`src/rtl/stack_alu_ctrl_pkg.sv`:
```
// Shared definitions for the stack-machine ALU sequencer: instruction kinds,
// FSM states, error codes, ALU select codes and select-legality helpers.
package stack_alu_ctrl_pkg;

    localparam int DATA_W = 16;
    localparam int SEL_W  = 4;

    typedef enum logic [1:0] {
        KIND_PUSH = 2'b00,
        KIND_DROP = 2'b01,
        KIND_BIN  = 2'b10,
        KIND_UN   = 2'b11
    } kind_e;

    typedef enum logic [1:0] {
        ST_IDLE = 2'b00,
        ST_EXEC = 2'b01,
        ST_ERR  = 2'b10
    } state_e;

    typedef enum logic [1:0] {
        ERR_NONE      = 2'b00,
        ERR_OVERFLOW  = 2'b01,
        ERR_UNDERFLOW = 2'b10,
        ERR_ILLEGAL   = 2'b11
    } err_e;

    localparam logic [SEL_W-1:0] SEL_NOP  = 4'h0;
    localparam logic [SEL_W-1:0] SEL_INV  = 4'hC;
    localparam logic [SEL_W-1:0] SEL_SWAP = 4'hD;

    function automatic logic sel_legal(input kind_e kind, input logic [SEL_W-1:0] sel);
        case (kind)
            KIND_BIN: sel_legal = sel inside {4'h1, 4'h2, 4'h3, 4'h6, 4'h7,
                                              4'h8, 4'h9, 4'hA, 4'hB};
            KIND_UN:  sel_legal = sel inside {SEL_NOP, SEL_INV, SEL_SWAP};
            default:  sel_legal = 1'b1;
        endcase
    endfunction

    // Minimum live entries an instruction needs before it may execute.
    function automatic logic [1:0] min_depth(input kind_e kind, input logic [SEL_W-1:0] sel);
        case (kind)
            KIND_PUSH: min_depth = 2'd0;
            KIND_DROP: min_depth = 2'd1;
            KIND_BIN:  min_depth = 2'd2;
            default:   min_depth = (sel == SEL_SWAP) ? 2'd2 :
                                   (sel == SEL_INV)  ? 2'd1 : 2'd0;
        endcase
    endfunction

endpackage

```
`src/rtl/stack_alu_ctrl_spill_ram.sv`:
```
// Spill RAM for stack entries below tos/next: synchronous write, asynchronous read.
module stack_alu_ctrl_spill_ram
    import stack_alu_ctrl_pkg::*;
#(
    parameter int DEPTH = 16,
    parameter int AW    = 4
) (
    input  logic              clk,
    input  logic              we,
    input  logic [AW-1:0]     waddr,
    input  logic [DATA_W-1:0] wdata,
    input  logic [AW-1:0]     raddr,
    output logic [DATA_W-1:0] rdata
);

    logic [DATA_W-1:0] mem [DEPTH];

    // NOTE: the array has no reset; depth tracking guarantees an entry is
    // written before it is ever read, and a reset would block RAM inference.
    always_ff @(posedge clk) begin
        if (we) mem[waddr] <= wdata;
    end

    assign rdata = mem[raddr];

endmodule

```
`src/rtl/stack_alu_ctrl.sv`:
```
// Stack-machine ALU sequencer: holds tos/next, spills deeper entries to RAM,
// drives the external ALU and retires one instruction per two cycles.
module stack_alu_ctrl
#(
    parameter int DEPTH = 16,
    parameter int AW    = 4
) (
    input  logic          clk,
    input  logic          rst,
    input  logic          in_valid,
    output logic          in_ready,
    input  logic [1:0]    in_kind,
    input  logic [3:0]    in_sel,
    input  logic [15:0]   in_lit,
    output logic [15:0]   alu_tos,
    output logic [15:0]   alu_next,
    output logic [3:0]    alu_select,
    input  logic [15:0]   alu_o_tos,
    input  logic [15:0]   alu_o_next,
    output logic [15:0]   tos,
    output logic [15:0]   next,
    output logic [AW+1:0] depth,
    output logic          done,
    output logic          err,
    output logic [1:0]    err_code,
    input  logic          err_clr
);
    import stack_alu_ctrl_pkg::*;

    localparam int             DW        = AW + 2;
    localparam logic [DW-1:0]  MAX_DEPTH = DW'(DEPTH + 2);

    state_e            state_q, state_d;
    kind_e             kind_q;
    logic [SEL_W-1:0]  sel_q;
    logic [DATA_W-1:0] lit_q;
    logic [DATA_W-1:0] tos_q, tos_d, next_q, next_d;
    logic [DW-1:0]     depth_q, depth_d;
    logic              done_q, done_d, err_q, err_d;
    err_e              err_code_q, err_code_d;

    logic              ram_we;
    logic [AW-1:0]     ram_waddr, ram_raddr;
    logic [DATA_W-1:0] ram_rdata, fill;

    // Entry below next lives at ram[depth-3]; a spilled next goes to ram[depth-2].
    assign ram_waddr = AW'(depth_q - DW'(2));
    assign ram_raddr = AW'(depth_q - DW'(3));
    assign fill      = (depth_q >= DW'(3)) ? ram_rdata : '0;

    stack_alu_ctrl_spill_ram #(.DEPTH(DEPTH), .AW(AW)) u_spill_ram (
        .clk   (clk),
        .we    (ram_we),
        .waddr (ram_waddr),
        .wdata (next_q),
        .raddr (ram_raddr),
        .rdata (ram_rdata)
    );

    // NOTE: every output of this block gets a default first, so no path can
    // leave a signal unassigned and infer a latch.
    always_comb begin
        state_d    = state_q;
        tos_d      = tos_q;
        next_d     = next_q;
        depth_d    = depth_q;
        err_d      = err_q;
        err_code_d = err_code_q;
        done_d     = 1'b0;
        ram_we     = 1'b0;
        in_ready   = (state_q == ST_IDLE);
        alu_select = '0;

        case (state_q)
            ST_IDLE: if (in_valid) state_d = ST_EXEC;

            ST_EXEC: begin
                if (kind_q == KIND_BIN || kind_q == KIND_UN) alu_select = sel_q;
                state_d = ST_IDLE;
                if (!sel_legal(kind_q, sel_q)) begin
                    state_d    = ST_ERR;
                    err_d      = 1'b1;
                    err_code_d = ERR_ILLEGAL;
                end else if (kind_q == KIND_PUSH && depth_q == MAX_DEPTH) begin
                    state_d    = ST_ERR;
                    err_d      = 1'b1;
                    err_code_d = ERR_OVERFLOW;
                end else if (depth_q < DW'(min_depth(kind_q, sel_q))) begin
                    state_d    = ST_ERR;
                    err_d      = 1'b1;
                    err_code_d = ERR_UNDERFLOW;
                end else begin
                    done_d = 1'b1;
                    case (kind_q)
                        KIND_PUSH: begin
                            ram_we  = (depth_q >= DW'(2));
                            next_d  = tos_q;
                            tos_d   = lit_q;
                            depth_d = depth_q + DW'(1);
                        end
                        KIND_DROP: begin
                            tos_d   = (depth_q == DW'(1)) ? '0 : next_q;
                            next_d  = fill;
                            depth_d = depth_q - DW'(1);
                        end
                        KIND_BIN: begin
                            tos_d   = alu_o_tos;
                            next_d  = fill;
                            depth_d = depth_q - DW'(1);
                        end
                        default: begin
                            if (sel_q == SEL_INV || sel_q == SEL_SWAP) tos_d = alu_o_tos;
                            if (sel_q == SEL_SWAP) next_d = alu_o_next;
                        end
                    endcase
                end
            end

            ST_ERR: begin
                if (err_clr) begin
                    state_d    = ST_IDLE;
                    err_d      = 1'b0;
                    err_code_d = ERR_NONE;
                end
            end

            default: state_d = ST_IDLE;
        endcase
    end

    // NOTE: sequential state uses non-blocking assignments so every register
    // samples pre-edge values regardless of statement order.
    always_ff @(posedge clk or posedge rst) begin
        if (rst) begin
            state_q    <= ST_IDLE;
            kind_q     <= KIND_PUSH;
            sel_q      <= '0;
            lit_q      <= '0;
            tos_q      <= '0;
            next_q     <= '0;
            depth_q    <= '0;
            done_q     <= 1'b0;
            err_q      <= 1'b0;
            err_code_q <= ERR_NONE;
        end else begin
            state_q    <= state_d;
            tos_q      <= tos_d;
            next_q     <= next_d;
            depth_q    <= depth_d;
            done_q     <= done_d;
            err_q      <= err_d;
            err_code_q <= err_code_d;
            if (state_q == ST_IDLE && in_valid) begin
                kind_q <= kind_e'(in_kind);
                sel_q  <= in_sel;
                lit_q  <= in_lit;
            end
        end
    end

    assign alu_tos  = tos_q;
    assign alu_next = next_q;
    assign tos      = tos_q;
    assign next     = next_q;
    assign depth    = depth_q;
    assign done     = done_q;
    assign err      = err_q;
    assign err_code = err_code_q;

endmodule

```
`config.mk`:
```
export PLATFORM = sky130hd
export DESIGN_NAME = stack_alu_ctrl
export DESIGN_NICKNAME = d
export VERILOG_FILES = /design/src/rtl/stack_alu_ctrl_pkg.sv /design/src/rtl/stack_alu_ctrl_spill_ram.sv /design/src/rtl/stack_alu_ctrl.sv
export SDC_FILE = /design/constraint.sdc
export NUM_CORES = 1
export LEC_CHECK = 0
export ABC_AREA = 1
export BUFFER_PORTS_ARGS = -buffer_cell sky130_fd_sc_hd__buf_2
export CELL_PAD_IN_SITES_DETAIL_PLACEMENT = 0
export CELL_PAD_IN_SITES_GLOBAL_PLACEMENT = 1
export CORE_ASPECT_RATIO = 1.4
export CORE_MARGIN = 10
export CORE_UTILIZATION = 51
export CTS_CLUSTER_DIAMETER = 150
export DETAILED_ROUTE_END_ITERATION = 12
export MAX_ROUTING_LAYER = met4
export PLACE_DENSITY = 0.85
export REMOVE_ABC_BUFFERS = 1
export SYNTH_ARGS = -nofsm -noshare
export SYNTH_HDL_FRONTEND = slang
export SYNTH_SLANG_ARGS = --single-unit
```
`constraint.sdc`:
```
create_clock -name clk -period 4.75 [get_ports clk]
set_clock_uncertainty 0.05 [all_clocks]
set_input_delay 1.1875 -clock clk [delete_from_list [all_inputs] [get_ports clk]]
set_output_delay 1.1875 -clock clk [all_outputs]
set_load 0.03 [all_outputs]
```
==> results.yml, run 1 <==
run_status:
  status: "finished clean"
die:
  dieArea_mm2: 0.0357
  start_util: 0.515
  core_mm2: 0.0282
  die_w_um: 163
  ios: 137
  fp.dieH_um: 220
  num_rows: 73
detailed_routing:
  dr.pass1.iters: 5
  remaining_drc_errors: 0
  detail-route-antenna-nets: 0
  drt_wl_total_um: 39300
  drt_iter0_drc: 872
  vias: 10400
  vias_per_cell: 5.68
  wl_per_cell_um: 21.4
global_routing:
  grt_pass1_vias: 10500
  grt_remaining_overflow: 0
  grt_pass1_wl_um: 61400
  groute.usage.overall: 0.225
  antenna_found_initial: 0
  grt_max_degree: 85
place:
  globalplace.congestion: 0.864
  dpl.hpwl_um: 25400
  place_area_mm2: 0.0153
  portBuffers: 136
  dp.cells: 1786
worst_setup_path:
  critPathMaxFanout: 64
  critical_path_class: "reg2reg"
  start_kind: "register"
  cp.required_ns: 4.87
  endpoint_kind: "register"
  arrival_ns: 3.94
final_layout:
  nets: 1518
  final_cells: 1840
  drive_above_1_share: 0.194
  finish.utilization: 0.573
  synthToLayoutAreaGrowth_pct: 11.4
  design_area_mm2: 0.0162
  final_cell_mix: "420 x nand2_1, 289 x nand3_1, 256 x edfxtp_1"
  layout_commonest_cell: "nand2_1"
  antenna_cells: 0
synth:
  synth_cell_type_count: 38
  syn_area_mm2: 0.0145
  ys_seq_elements: 322
  netlist.area_leader.share: 0.529
  ys_async_sr_fraction: 0.205
  synth_top_cell_by_area: "edfxtp_1"
  synth_area_leaders: "edfxtp_1 53%, dfrtp_1 11%, nand2_1 11%, nand3_1 10%, buf_4 2.3%"
  synth_edf_count: 256
  ys_warn_count: 0
  ys_seq_area_frac: 0.643
  syn-mean-instance-area_um2: 10.7
  syn-instance-count: 1354
  ys.flop_type: "edfxtp_1"
timing:
  min_period_ns: 3.81
  worst_pin_slew_ns: 1.19
  fin_crit_sh: 0.803
  maxSlewHeadroom: 0.205
  hold_viol_final: 0
  slew_violations: 0
  setup_tns_ns: 0
  fmax_ghz: 0.262
  rsz0062_at_grt: "false"
  finalSetupViolCount: 0
clock_tree:
  clockBufferDepth: 3
  postCtsSetupRepairBufs: 0
  htreeDepth: 1
  path_clk_slew_ns: 0.07
  cts_tree: "built"
  cts.sinks: 322
  cts_hold_buf: 0
  numCtsBuffers: 29
  cts_root_buffer: "clkbuf_16"
  clkLatencyLatePin_ns: 0.56
  cts_resized: 0
power:
  power_frac_comb: 0.463
  p_leak_nw: 6.54
  ir_drop_mv: 0.441
  netSwitchingPower_mw: 5.53
  p_clk_frac: 0.191
  p_per_area_mw_per_mm2: 743
  power_switching_share: 0.460
  internal-power_mw: 6.48
  p_seq_frac: 0.346
run:
  drv_cap: 0
worst_hold_path:
  worstHoldPathType: "reg2reg"
## cell usage after synthesis (12+ instances only)
library cell,n
mux2_2,16
buf_2,31
nand3_2,12
a21oi_1,23
edfxtp_1,256
nand3_1,289
buf_4,44
nand2_1,420
ha_1,18
nor2_1,26
clkbuf_1,26
dfrtp_1,66
or2_2,18
a22oi_1,16
inv_1,28
## critical path: stages (launching register included)
cell,delay (ns)
dfrtp_4,0.87
inv_4,0.43
ha_1,0.41
inv_1,0.11
nor3_1,0.05
nand3_1,0.15
nand2_4,0.10
nor2_8,0.13
nand3_4,0.21
nor2_2,0.90
## final timing paths
kind,start,end,slack (ns),depth (start not counted)
setup reg to reg,depth[0]$_DFFE_PP0P_,u_spill_ram.mem[10][15]$_DFFE_PP_,0.94,9
max in group asynchronous,rst,lit_q[12]$_DFFE_PP0P_,2.89,3
min in group asynchronous,rst,alu_tos[7]$_DFFE_PP0P_,0.80,2
setup / recovery,depth[0]$_DFFE_PP0P_,u_spill_ram.mem[10][15]$_DFFE_PP_,0.94,9
hold / removal,err$_DFFE_PP0P_,err$_DFFE_PP0P_,0.43,2
hold reg to reg,err$_DFFE_PP0P_,err$_DFFE_PP0P_,0.43,2
## state kept, by name, summed over array words and instances, names as in the netlist, 4 cells and up
signal,flops
u_spill_ram.mem,256
alu_next,16
alu_tos,16
lit_q,16
depth,6
sel_q,4
## power by group through the flow
stage,combinational [mW],sequential (mW),clock (mW)
2_1_floorplan,2.95,4.77,0
3_3_place_gp,5.51,4.19,0
3_5_place_dp,5.55,4.21,0
4_1_cts,5.57,4.15,2.32
5_1_grt,6.08,4.21,2.43
6_report,5.56,4.16,2.30
## metrics by stage
stage                     setup WS (ns)  hold slack, ns  power [mW]
final                             0.937           0.425        12.0
after detailed placement          0.883           0.412        9.76
after floorplan                   -2.39           0.428        7.72
after global placement            0.989           0.401        9.70
after global routing              0.703           0.453        12.7
after CTS                         0.896           0.429        12.0
## logic make-up after synthesis
kind of cell    Yosys count  synth area share
compound gates           52            0.0212
xor+xnor                  9           0.00724
mux                      16            0.0124
flops                   322             0.643
buf+inv                 142            0.0530
fa+ha+maj                18            0.0155
simple gates            795             0.248
## per-layer routing
metal	track usage	routed length, µm	vias to the layer above
li1	-	-	4808
met1	0.282	16000	5089
met2	0.372	19700	478
met3	0.0278	2590	74
met4	0.0765	1100	0
met5	-	0	-
## area by class of cell
cell class,count,area [µm²]
Sequential cell,322,9340
Clock buffer,46,820
Tap cell,375,469
Clock inverter,8,96.3
Timing Repair Buffer,164,891
Multi-Input combinational cell,890,4420
Inverter,35,136
Fill cell,2416,12000
No activity file was read; power rests on OpenSTA's default activity.
==> run 2, diff against run 1 <==
CORE_UTILIZATION = 47   (was 51)
PLACE_DENSITY = 0.79   (was 0.85)
clock period = 3.84 ns   (was 4.75 ns; I/O delays follow)
==> run 2 against run 1 <==
  * Clock-buffer cell count decreased by 9
  * Power is 24% higher
  * Wire length down 1.8%
  * Flip-flop and latch count did not move
  * Largest cell class unchanged
  * Register-to-register slack lost 0.07 ns
  * Via count shrank 2.0%
  * Clock power rose by 31%
  * Critical path type is now reg2out
==> results.yml, run 2 (synthesis results as in run 1) <==
worst_hold_path:
  holdPathStages: 2
  worstHoldPathType: "reg2reg"
clock_tree:
  path_clk_slew_ns: 0.06
  postCtsSetupRepairBufs: 0
  cts_hold_buf: 0
  clockBufferDepth: 3
  htreeDepth: 1
  cts_tree: "built"
  cts.sinks: 322
  clkLatencyLatePin_ns: 0.57
  cts_resized: 0
  numCtsBuffers: 30
  cts_root_buffer: "clkbuf_16"
worst_setup_path:
  cp.required_ns: 2.83
  critical_path_class: "reg2out"
  arrival_ns: 1.99
  cp_slowest_cell: "dfrtp_4"
  critPathTopFamily: "buffers and inverters"
  r2r_cells: 9
  start_kind: "register"
  endpoint_kind: "output pin"
  crit_buf_inv: 2
  cp_cell_sequence: "buf_12 > buf_2"
  critPathMaxFanout: 135
  max_stage_delay_ns: 0.43
  crit_cells: 2
power:
  p_leak_nw: 6.64
  ir_drop_mv: 0.695
  power_frac_comb: 0.450
  power_switching_share: 0.450
  internal-power_mw: 8.17
  netSwitchingPower_mw: 6.70
  p_per_area_mw_per_mm2: 907
  p_clk_frac: 0.203
  p_seq_frac: 0.347
die:
  start_util: 0.474
  core_mm2: 0.0306
  fp.dieH_um: 228
  dieArea_mm2: 0.0384
  num_rows: 76
  die_w_um: 169
  ios: 137
place:
  globalplace.congestion: 0.831
  portBuffers: 136
  dpl.hpwl_um: 23900
global_routing:
  grt_pass1_vias: 10400
  grt_remaining_overflow: 0
  grt_max_degree: 136
  antenna_found_initial: 2
  grt_pass1_wl_um: 59800
  groute.usage.overall: 0.201
timing:
  fin_crit_sh: 0.780
  finalSetupViolCount: 0
  rsz0062_at_grt: "false"
  setup_tns_ns: 0
  whs_ns: 0.419
  min_period_ns: 3.00
  maxSlewHeadroom: 0.200
  hold_viol_final: 0
  fmax_ghz: 0.334
  worst_pin_slew_ns: 1.20
  slew_violations: 0
final_layout:
  final_cell_mix: "420 x nand2_1, 289 x nand3_1, 256 x edfxtp_1"
  drive_above_1_share: 0.204
  finish.utilization: 0.536
  synthToLayoutAreaGrowth_pct: 12.9
  top_register: "u_spill_ram.mem"
  n_fill_cell: 2705
  largest_register_ffs: 256
  nets: 1529
  layout_commonest_cell: "nand2_1"
detailed_routing:
  vias_per_cell: 5.48
  drt_iter0_drc: 784
  vias: 10200
  dr.pass1.iters: 5
  detail-route-antenna-nets: 0
  wl_per_cell_um: 20.7
  drt_wl_total_um: 38600
  remaining_drc_errors: 0
run:
  drv_cap: 0
run_status:
  status: "finished clean"
-- run 2: cell count changes in the layout (fill, tap and decap cells not counted), moves of 2 or more --
| cell | previous run | this run |
|---|---|---|
| nor2_1 | 26 | 22 |
| clkinv_1 | 0 | 7 |
| buf_4 | 28 | 35 |
| bufinv_16 | 2 | 4 |
| diode_2 | 0 | 2 |
| clkbuf_8 | 3 | 1 |
| clkbuf_1 | 14 | 6 |
| buf_12 | 0 | 3 |
| clkinv_4 | 0 | 2 |
| nor2_2 | 11 | 15 |
-- run 2: final timing paths --
path	endpoint	slack (ns)	from
max in group asynchronous	depth[3]$_DFFE_PP0P_	2.55	rst
min in group asynchronous	alu_tos[7]$_DFFE_PP0P_	0.50	rst
min reg2reg	err_code[1]$_DFFE_PP0P_	0.42	err_code[1]$_DFFE_PP0P_
max reg2reg	u_spill_ram.mem[6][11]$_DFFE_PP_	0.87	depth[1]$_DFFE_PP0P_
min	err_code[1]$_DFFE_PP0P_	0.42	err_code[1]$_DFFE_PP0P_
max	depth[0]	0.84	depth[0]$_DFFE_PP0P_
-- run 2: layout make-up --
| class | count | area, µm² | share of cell area |
|---|---|---|---|
| inverter | 35 | 135 | 0.00824 |
| sequential | 322 | 9340 | 0.570 |
| clock inverter | 19 | 210 | 0.0128 |
| timing repair buffer | 174 | 1000 | 0.0612 |
| multi-input combinational | 890 | 4430 | 0.270 |
| tap | 390 | 488 | 0.0298 |
| clock buffer | 37 | 787 | 0.0480 |
| antenna | 2 | 5.00 | 0.000305 |
-- run 2: worst register-to-register path: cells and delay by family (launching register included) --
family,cells,cell delay [ns]
simple gates,5,1.10
fa+ha+maj,1,0.29
buf+inv,3,0.64
flops,1,0.56
-- run 2: stage by stage --
stage | setup slack, ns | power (mW) | cell area (µm²) | cells
2_1_floorplan | -3.30 | 9.55 | 13900 | 1247
3_3_place_gp | 0.902 | 11.9 | 15400 | 1811
3_5_place_dp | 0.876 | 11.9 | 15400 | 1811
4_1_cts | 0.859 | 14.9 | 16400 | 1867
5_1_grt | 0.655 | 15.8 | 16400 | 1869
6_report | 0.845 | 14.9 | 16400 | 1869
-- run 2: layer usage --
metal  GRT usage  up-vias  share of wire
li1            -     4840              -
met1       0.249     4938           0.41
met2       0.333      383           0.50
met3      0.0225       84          0.061
met4      0.0714        0          0.031
met5           -        -              0
-- run 2: power by group through the flow --
stage | Sequential (mW) | Clock [mW] | Combinational [mW]
5_1_grt | 5.22 | 3.18 | 7.35
3_3_place_gp | 5.18 | 0 | 6.68
6_report | 5.16 | 3.01 | 6.70
3_5_place_dp | 5.22 | 0 | 6.71
2_1_floorplan | 5.90 | 0 | 3.65
4_1_cts | 5.15 | 3.04 | 6.74
